**config.mk**
```make
export PLATFORM = sky130hd
export DESIGN_NAME = diff_io_link
export DESIGN_NICKNAME = d
export VERILOG_FILES = /design/src/rtl/diff_io_pkg.sv /design/src/rtl/diff_io_rx.sv /design/src/rtl/diff_io_link.sv
export SDC_FILE = /design/constraint.sdc
export NUM_CORES = 1
export LEC_CHECK = 0
export ABC_AREA = 1
export ABC_CLOCK_PERIOD_IN_PS = 5300
export BUFFER_PORTS_ARGS = -buffer_cell sky130_fd_sc_hd__buf_2
export CORE_MARGIN = 3
export CORE_UTILIZATION = 60
export DETAILED_ROUTE_END_ITERATION = 16
export PLACE_DENSITY = 0.84
export SETUP_SLACK_MARGIN = 0.15
export SLEW_MARGIN = 10
export SYNTH_ARGS = -nofsm -noshare
export SYNTH_HDL_FRONTEND = slang
export SYNTH_SLANG_ARGS = --single-unit
```
**constraint.sdc**
```tcl
create_clock -name clk_in -period 5.3 [get_ports clk_in]
set_input_delay 0.265 -clock clk_in [delete_from_list [all_inputs] [get_ports clk_in]]
set_output_delay 0.265 -clock clk_in [all_outputs]
set_load 0.02 [all_outputs]
```
**src/rtl/diff_io_pkg.sv**
```systemverilog
// Shared types and defaults for the half-duplex differential link endpoint.
package diff_io_pkg;
   localparam int DEF_DATA_WIDTH     = 26;
   localparam int DEF_CYCLES_PER_BIT = 8;

   typedef enum logic [1:0] {MODE_IDLE, MODE_TX, MODE_RX} mode_t;
   typedef enum logic [1:0] {TX_START, TX_DATA, TX_STOP} tx_state_t;
   typedef enum logic [1:0] {RX_IDLE, RX_START, RX_DATA, RX_STOP} rx_state_t;
endpackage

```
**src/rtl/diff_io_rx.sv**
```systemverilog
// Receive path: line synchroniser, start-bit detect, mid-bit sampler and
// payload shift register. Emits the framed word with a one-cycle strobe.
module diff_io_rx import diff_io_pkg::*; #(
   parameter int DATA_WIDTH     = DEF_DATA_WIDTH,
   parameter int CYCLES_PER_BIT = DEF_CYCLES_PER_BIT
) (
   input  logic                  clk_in,
   input  logic                  rst_in,
   input  logic                  en,
   input  logic                  line,
   output logic                  start,
   output logic                  done,
   output logic [DATA_WIDTH-1:0] word,
   output logic                  valid
);
   localparam int TW = $clog2(CYCLES_PER_BIT);
   localparam int BW = (DATA_WIDTH > 1) ? $clog2(DATA_WIDTH) : 1;
   localparam logic [TW-1:0] BIT_LAST  = TW'(CYCLES_PER_BIT - 1);
   localparam logic [TW-1:0] HALF_LAST = TW'(CYCLES_PER_BIT / 2 - 1);
   localparam logic [BW-1:0] CNT_LAST  = BW'(DATA_WIDTH - 1);

   rx_state_t             state;
   logic [2:0]            sync_q;
   logic [TW-1:0]         timer;
   logic [BW-1:0]         cnt;
   logic [DATA_WIDTH-1:0] shift;
   logic                  rx_bit;
   logic                  tick;

   // sync_q[1:0] is the two-flop synchroniser; sync_q[2] is only edge history
   assign rx_bit = sync_q[1];
   assign tick   = (timer == '0);
   assign start  = en && (state == RX_IDLE) && sync_q[2] && !sync_q[1];
   assign done   = tick && (((state == RX_START) && rx_bit) || (state == RX_STOP));

   always_ff @(posedge clk_in or posedge rst_in) begin
      if (rst_in) begin
         sync_q <= 3'b111;
         state  <= RX_IDLE;
         timer  <= '0;
         cnt    <= '0;
         shift  <= '0;
         word   <= '0;
         valid  <= 1'b0;
      end else begin
         sync_q <= {sync_q[1:0], line};
         valid  <= 1'b0;
         if (!en) begin
            state <= RX_IDLE;
         end else begin
            case (state)
               RX_IDLE: if (start) begin
                  state <= RX_START;
                  timer <= HALF_LAST;
               end
               RX_START: if (!tick) begin
                  timer <= timer - TW'(1);
               end else if (rx_bit) begin
                  state <= RX_IDLE;
               end else begin
                  state <= RX_DATA;
                  timer <= BIT_LAST;
                  cnt   <= CNT_LAST;
               end
               RX_DATA: if (!tick) begin
                  timer <= timer - TW'(1);
               end else begin
                  shift <= {shift[DATA_WIDTH-2:0], rx_bit};
                  timer <= BIT_LAST;
                  if (cnt == '0) state <= RX_STOP;
                  else           cnt   <= cnt - BW'(1);
               end
               RX_STOP: if (!tick) begin
                  timer <= timer - TW'(1);
               end else begin
                  state <= RX_IDLE;
                  // a low stop bit is a framing error: the word is dropped
                  if (rx_bit) begin
                     word  <= shift;
                     valid <= 1'b1;
                  end
               end
               default: state <= RX_IDLE;
            endcase
         end
      end
   end
endmodule

```
**src/rtl/diff_io_link.sv**
```systemverilog
// Half-duplex serial endpoint: mode FSM and TX shifter over one differential
// pair, with io_sel steering the external tristate buffer.
module diff_io_link import diff_io_pkg::*; #(
   parameter int DATA_WIDTH     = DEF_DATA_WIDTH,
   parameter int CYCLES_PER_BIT = DEF_CYCLES_PER_BIT
) (
   input  logic                  clk_in,
   input  logic                  rst_in,
   input  logic                  trigger_in,
   input  logic [DATA_WIDTH-1:0] data_in,
   input  logic                  diff_data_in,
   output logic                  diff_data_out,
   output logic                  io_sel,
   output logic                  new_code_out,
   output logic [DATA_WIDTH-1:0] code_out
);
   localparam int TW = $clog2(CYCLES_PER_BIT);
   localparam int BW = (DATA_WIDTH > 1) ? $clog2(DATA_WIDTH) : 1;
   localparam logic [TW-1:0] BIT_LAST = TW'(CYCLES_PER_BIT - 1);
   localparam logic [BW-1:0] CNT_LAST = BW'(DATA_WIDTH - 1);

   mode_t                 mode;
   tx_state_t             tx_state;
   logic [TW-1:0]         tx_timer;
   logic [BW-1:0]         tx_cnt;
   logic [DATA_WIDTH-1:0] tx_shift;
   logic                  rx_en, rx_start, rx_done, rx_valid;
   logic [DATA_WIDTH-1:0] rx_word;

   // a trigger in IDLE beats a simultaneous start edge; RX is deaf during TX
   assign rx_en = (mode == MODE_RX) || ((mode == MODE_IDLE) && !trigger_in);

   diff_io_rx #(
      .DATA_WIDTH     (DATA_WIDTH),
      .CYCLES_PER_BIT (CYCLES_PER_BIT)
   ) u_rx (
      .clk_in (clk_in),
      .rst_in (rst_in),
      .en     (rx_en),
      .line   (diff_data_in),
      .start  (rx_start),
      .done   (rx_done),
      .word   (rx_word),
      .valid  (rx_valid)
   );

   assign new_code_out = rx_valid;
   assign code_out     = rx_word;

   always_ff @(posedge clk_in or posedge rst_in) begin
      if (rst_in) begin
         mode          <= MODE_IDLE;
         tx_state      <= TX_START;
         tx_timer      <= '0;
         tx_cnt        <= '0;
         tx_shift      <= '0;
         diff_data_out <= 1'b1;
         io_sel        <= 1'b0;
      end else begin
         case (mode)
            MODE_IDLE: if (trigger_in) begin
               tx_shift      <= data_in;
               tx_timer      <= BIT_LAST;
               tx_state      <= TX_START;
               diff_data_out <= 1'b0;
               io_sel        <= 1'b1;
               mode          <= MODE_TX;
            end else if (rx_start) begin
               mode <= MODE_RX;
            end
            MODE_TX: if (tx_timer != '0) begin
               tx_timer <= tx_timer - TW'(1);
            end else begin
               tx_timer <= BIT_LAST;
               case (tx_state)
                  TX_START: begin
                     diff_data_out <= tx_shift[DATA_WIDTH-1];
                     tx_shift      <= {tx_shift[DATA_WIDTH-2:0], 1'b0};
                     tx_cnt        <= CNT_LAST;
                     tx_state      <= TX_DATA;
                  end
                  TX_DATA: if (tx_cnt == '0) begin
                     diff_data_out <= 1'b1;
                     tx_state      <= TX_STOP;
                  end else begin
                     diff_data_out <= tx_shift[DATA_WIDTH-1];
                     tx_shift      <= {tx_shift[DATA_WIDTH-2:0], 1'b0};
                     tx_cnt        <= tx_cnt - BW'(1);
                  end
                  TX_STOP: begin
                     io_sel   <= 1'b0;
                     tx_state <= TX_START;
                     mode     <= MODE_IDLE;
                  end
                  default: tx_state <= TX_START;
               endcase
            end
            MODE_RX: if (rx_done) mode <= MODE_IDLE;
            default: mode <= MODE_IDLE;
         endcase
      end
   end
endmodule

```
==> results.md, run 1 <==
- Root buffer cell: clkbuf_8
- Nets@finish: around 710
- Worst r2r path cells: 7
- Largest cells by area after synthesis: dfrtp_1 (49%), nand2_1 (18%), o21ai_2 (5.2%), nand3_1 (4.5%), inv_1 (4.2%)
- Post-synthesis cell type count: 29
- # DRC: 0
- Post-route ant nets: 0
- Clk_skew: ~0.009 ns
- ANT cells: 0
- Actual slew at the worst max-slew pin: 0.922 ns
- RR Endpoint: u_rx.word[23]
- Number of synthesized flops with an enable pin: 0
- Initial DRC Count: between 200 and 300
- Layout cells sized above 1: between 10% and 20%
- Fin. max-slew vios: 0
- Initial antenna violation count: 0
- R2r setup slk: 2.99 ns
- Dominant synthesized flop cell: dfrtp_1
- Max_cap viols: 0
- Die footprint: 0.00981 sq mm
- Final Critical Period: approximately 2.3 ns
- Worst setup path endpoint: u_rx.word[23]
- Endpoints failing hold: 0
- RR Startpoint: u_rx.timer[0]
- FILL cells: between 600 and 700
- Synthesized flop and latch total: around 110
- Seq/Total Area, Yosys: between 50% and 60%
- Tot Pwr: 1.35 mW
- Vias per inst: 5.19
- Final setup fails: 0
- Avg Inst Size Synth: 8.46 sq um
- Fin crit share: 43.5%
- Ys Warns: 0
- Headroom to the max-slew limit: roughly two fifths
- Status: finished clean
- Routed WL: around 9.7 mm
- Yosys top cell by area: dfrtp_1
- Top-count cell post-synth: nand2_1
- Worst EP required: about 5.5 ns
- Die height: between 90 and 100 microns
- Row Count: 33
- Setup TNS: 0 ns
- Mapped Nets: 657
- Clock sinks: ~110
- TritonCTS clock tree: done
- Leakage: between 3 and 4 nW
- Congestion Overflow GR: 0
- Via count: roughly 4000
- Post-synthesis mux area share: 0%
- Power per Cell Area: approximately 240 mW/mm^2
- Largest net degree at the start of global routing: 75
- Clock buffer count from CTS: 9
- Synth Area in Compound Gates: under 10%
- H-Tree Depth: 3
- Worst hold path type: input pin to register
- Post-DR wirelength/cell: 12.5 microns
- Core area: 0.00830 sq mm
- Worst setup EP type: register
- Vias in the first global route: 3933
- Post-synthesis xor/xnor area fraction: less than 1%
- Post-synthesis simple-gate area fraction: between 20% and 30%
- Sequential cell area: between 0.002 and 0.003 sq mm
- Crit Path Max Fanout: 52
- Kind of critical path: register to register
- Mapped Cells: 614
- Multi-input logic area: 0.00212 sq mm
- Hpwl dp: roughly 6.4 mm
- CP Launch Type: register
- Chip width: 99.0 microns
- Netlist Area Pre-Place: slightly above 0.005 sq mm
- Clock latency on the worst-skew pair: 0.37 ns
- # hold bufs at CTS: 2
- Post-CTS setup buffer count: 0
- Crit path arrival time: between 2 and 3 ns
- First-pass GRT wire length: between 15 and 20 mm
- FMAX: 433 MHz
- Clk slew on worst S/H paths: about 0.10 ns
- # resized after CTS: 0
- GPL Wtd Cong: 0.842
- I/O Buffers: 58
- P&R area growth vs syn: 8.99%
- RSZ-0062 raised after global routing: no
- Initial DRT Pass Iterations: 5
- Ys async rst share: 100%
- Starting Density: between 60% and 70%
- Tot GR Track Use: between 20% and 30%
- Post-synth top cells: nand2_1 (251), dfrtp_1 (102), inv_1 (58)
- Main combinational cell family by area after synthesis: simple AND/OR/NAND/NOR gates
- CTS Buffer Depth: 2
- Max VDD drop: roughly 0.12 mV
- Total I/O pin count: 59
- Share of Yosys cell area claimed by the top area cell type: between 40% and 50%
- Area share of fa/ha/maj cells after synthesis: 3.13%
- Critical Path Start: u_rx.timer[0]
## cell usage in the layout, fill, tap and decap left out, drive strengths merged
master	instances
nand3b	2
nand2	256
xnor2	3
dlygate4sd3	2
a21oi	4
dfstp	4
clkinvlp	1
nand4	4
dfrtp	102
a22oi	1
bufinv	1
buf	59
clkinv	3
o21ai	68
clkbuf	9
nor2	26
ha	13
inv	62
nand3	49
## per-stage QoR
stage | utilization [%] | cell area (sq um) | setup slack [ns] | hold WS (ns) | std cells
after floorplan | - | 5190 | 2.25 | 0.269 | 614
after CTS | 68.2 | 5660 | 2.98 | 0.117 | 774
after detailed placement | 65.5 | 5440 | 2.99 | 0.305 | 756
after global placement | 65.5 | 5440 | 3.15 | 0.293 | 756
after global routing | 68.2 | 5660 | 2.72 | 0.160 | 774
final | 68.2 | 5660 | 2.99 | 0.115 | 774
## kinds of logic after synthesis
kind of cell               count (synthesis)
DFF                                      106
xor gates and xnor gates                   3
adders and majority gates                 13
and+or+nand+nor                          337
buffers and inverters                     82
AOI/OAI and AO/OA                         73
## critical path, stage by stage, from the launching register on
cell and delay, ns:
dfrtp_1 0.40, inv_1 0.10, ha_1 0.18, inv_1 0.05
nor2_2 0.29, nand4_4 0.74, nand2_1 0.32, o21ai_2 0.08
## worst min path at each step
| stage | start | end | slack (ns) | cells after the start |
|---|---|---|---|---|
| 2_1_floorplan | diff_data_in | u_rx.sync_q[0] | 0.27 | 0 |
| 3_3_place_gp | rst_in | tx_shift[4] | 0.29 | 2 |
| 3_5_place_dp | rst_in | tx_shift[3] | 0.31 | 2 |
| 4_1_cts | data_in[0] | tx_shift[0] | 0.12 | 3 |
| 5_1_grt | data_in[0] | tx_shift[0] | 0.16 | 3 |
| 6_report | data_in[0] | tx_shift[0] | 0.11 | 3 |
## flip-flops by register name (all words and copies together), names as in the netlist, 2 cells and up
name / flops
tx_timer: 3
u_rx.word: 26
mode: 2
u_rx.timer: 3
tx_state: 2
u_rx.shift: 26
tx_cnt: 5
u_rx.state: 2
u_rx.cnt: 5
tx_shift: 26
u_rx.sync_q: 3
## layer usage
layer / share of wire [%] / vias up / routed length, microns / track usage (%)
li1: - / 2023 / - / -
met4: 0.86 / 0 / 83 / 6.93
met2: 49 / 87 / 4750 / 36.2
met5: 0 / - / 0 / 0
met1: 46 / 1897 / 4430 / 26.4
met3: 4.2 / 8 / 410 / 2.83
## where the power goes
part	total (mW)	internal [mW]	switching, mW
clock network	0.506	0.223	0.284
registers	0.811	0.810	0.000872
logic	0.0300	0.00952	0.0205
## final cells by class
| type | count | share of cell area, % |
|---|---|---|
| Timing Repair Buffer | 61 | 5.62 |
| Clock inverter | 7 | 1.35 |
| Sequential cell | 106 | 47.0 |
| Multi-Input combinational cell | 426 | 37.5 |
| Tap cell | 105 | 2.32 |
| Inverter | 60 | 4.02 |
| Clock buffer | 9 | 2.19 |
No activity file was read; power rests on OpenSTA's default activity.
==> run 2: changes to the inputs <==
Settings changed: ABC_CLOCK_PERIOD_IN_PS 5300 to 2100, CORE_UTILIZATION 60 to 53, PLACE_DENSITY 0.84 to 0.78.
Clock period 5.3 ns to 2.1 ns, I/O delays scaled along.
==> results.md, run 2 (same netlist as run 1, synthesis figures left out) <==
- Max VDD drop: just under 0.4 mV
- Dpl cell area: between 0.005 and 0.006 sq mm
- Setup TNS: 0 ns
- Nets@finish: 714
- Post-Layout Cell Count: around 810
- Most frequent cells in the layout: nand2_1 (251), dfrtp_1 (102), buf_2 (58), inv_1 (57), nand3_1 (47)
- Tot GR Track Use: around 18%
- Initial DRC Count: 231
- Worst EP required: approximately 2.4 ns
- Hpwl dp: between 6 and 7 mm
- Post-CTS setup buffer count: 0
- Worst setup EP type: register
- Post-DR wirelength/cell: between 10 and 15 microns
- R2r setup slk: between 0.4 and 0.5 ns
- CP peak stage delay: around 0.45 ns
- GPL Wtd Cong: between 0.8 and 0.9
- Root buffer cell: clkbuf_8
- Crit Path Max Fanout: 26
- Starting Density: a little under three fifths
- Kind of critical path: register to register
- I/O Buffers: a little under 60
- Largest regs: tx_shift (26), u_rx.shift (26), u_rx.word (26)
- Crit path arrival time: 1.96 ns
- Most common cell after layout, fill and taps aside: nand2_1
- Clock sinks: 106
- Clock buffer count from CTS: 9
- Final setup fails: 0
- CTS Buffer Depth: 2
- Inst Count DP: between 700 and 800
- Max_cap viols: 0
- RSZ-0062 raised after global routing: no
- Initial antenna violation count: 0
- CP Launch Type: register
- Power per Cell Area: about 580 mW/mm^2
- Core area: 0.00937 sq mm
- Vias per inst: 4.97
- Fin crit share: around 81%
- Clock latency on the worst-skew pair: 0.37 ns
- Headroom to the max-slew limit: 64.2%
- Worst setup path endpoint: u_rx.shift[6]
- Vias in the first global route: between 3000 and 4000
- Actual slew at the worst max-slew pin: approximately 0.54 ns
- Worst-path cell chain: inv_1 -> ha_1 -> nand3_4 -> nand2_1 -> o21ai_2
- Via count: between 3000 and 4000
- Total I/O pin count: 59
- Congestion Overflow GR: 0
- RR Endpoint: u_rx.shift[6]
- Endpoints failing hold: 0
- TritonCTS clock tree: done
- Worst r2r path cells: 5
- Hold WS: 0.0606 ns
- Leakage: 3.03 nW
- Critical Path Start: u_rx.state[0]
- Fin. max-slew vios: 0
- Clk_skew: ~0.011 ns
- ANT cells: 0
- Row Count: 35
- Post-route ant nets: 0
- P&R area growth vs syn: 11.1%
- # DRC: 0
- Initial DRT Pass Iterations: 5
- Routed WL: 9.53 mm
- Slowest CP cell: dfrtp_1
- Final Critical Period: between 1.5 and 2 ns
- Chip width: between 100 and 150 microns
- Layout cells sized above 1: about a fifth
- Die height: roughly 100 microns
- Worst hold path type: input pin to register
- First-pass GRT wire length: between 15 and 20 mm
- Largest net degree at the start of global routing: between 100 and 150
- H-Tree Depth: 3
- FMAX: 590 MHz
- RR Startpoint: u_rx.state[0]
- Die footprint: between 0.01 and 0.015 sq mm
- Status: finished clean
- Final Cell Area: 0.00577 sq mm
- Clk slew on worst S/H paths: 0.11 ns
==> run 2: cell types whose count changed in the layout (fill, tap and decap cells not counted), sizes merged <==
cell,previous run,this run
nand3,49,50
bufinv,1,0
buf,59,64
clkinv,3,2
inv,62,64
dlygate4sd3,2,3
==> run 2: report_power, final <==
part	internal (mW)	switching, mW
combinational	0.0279	0.0506
sequential	2.05	0.00238
clock	0.466	0.758
==> run 2: final cells by class <==
class / count / area [sq um]
fill: 834 / 3600
timing repair buffer: 67 / 382
multi-input combinational: 427 / 2150
inverter: 60 / 229
sequential: 106 / 2660
clock inverter: 7 / 66.3
tap: 129 / 161
clock buffer: 9 / 124
==> run 2: worst min path at each step <==
| stage | from | endpoint | slack (ns) | depth (start not counted) |
|---|---|---|---|---|
| 2_1_floorplan | diff_data_in | u_rx.sync_q[0] | 0.11 | 0 |
| 3_3_place_gp | diff_data_in | u_rx.sync_q[0] | 0.21 | 1 |
| 3_5_place_dp | diff_data_in | u_rx.sync_q[0] | 0.21 | 1 |
| 4_1_cts | trigger_in | io_sel | 0.05 | 3 |
| 5_1_grt | data_in[2] | tx_shift[2] | 0.08 | 5 |
| 6_report | data_in[8] | tx_shift[8] | 0.06 | 5 |
==> run 2: timing repair <==
action | 4_1_cts | 5_1_grt
hold buffers | 3 | 0
setup endpoints to repair | 1 | 40
cloned | 0 | 1
hold endpoints to repair | 104 | 0
gates resized for setup | 0 | 3
==> run 2: per-stage QoR <==
step / power [mW] / setup slack (ns) / utilization [%]
CTS: 3.39 / 0.138 / 61.3
global route: 3.47 / 0.247 / 61.5
finish: 3.35 / 0.404 / 61.5
detailed placement: 2.17 / 0.168 / 58.9
global placement: 2.16 / 0.297 / 58.9
floorplan: 2.12 / 0.593 / -
==> run 2: critical path, delay by kind of cell (launching register included) <==
family	cells	cell delay, ns
adders and majority gates	1	0.43
buffers and inverters	1	0.13
DFF	1	0.45
AOI/OAI and AO/OA	1	0.06
and+or+nand+nor	2	0.53
==> run 2: layer usage <==
metal,routed length [microns],GRT usage (%),share of wire (%)
met1,4540,24.0,48
met2,4430,29.6,47
met3,480,2.78,5.0
met4,74,4.59,0.78
met5,0,0,0
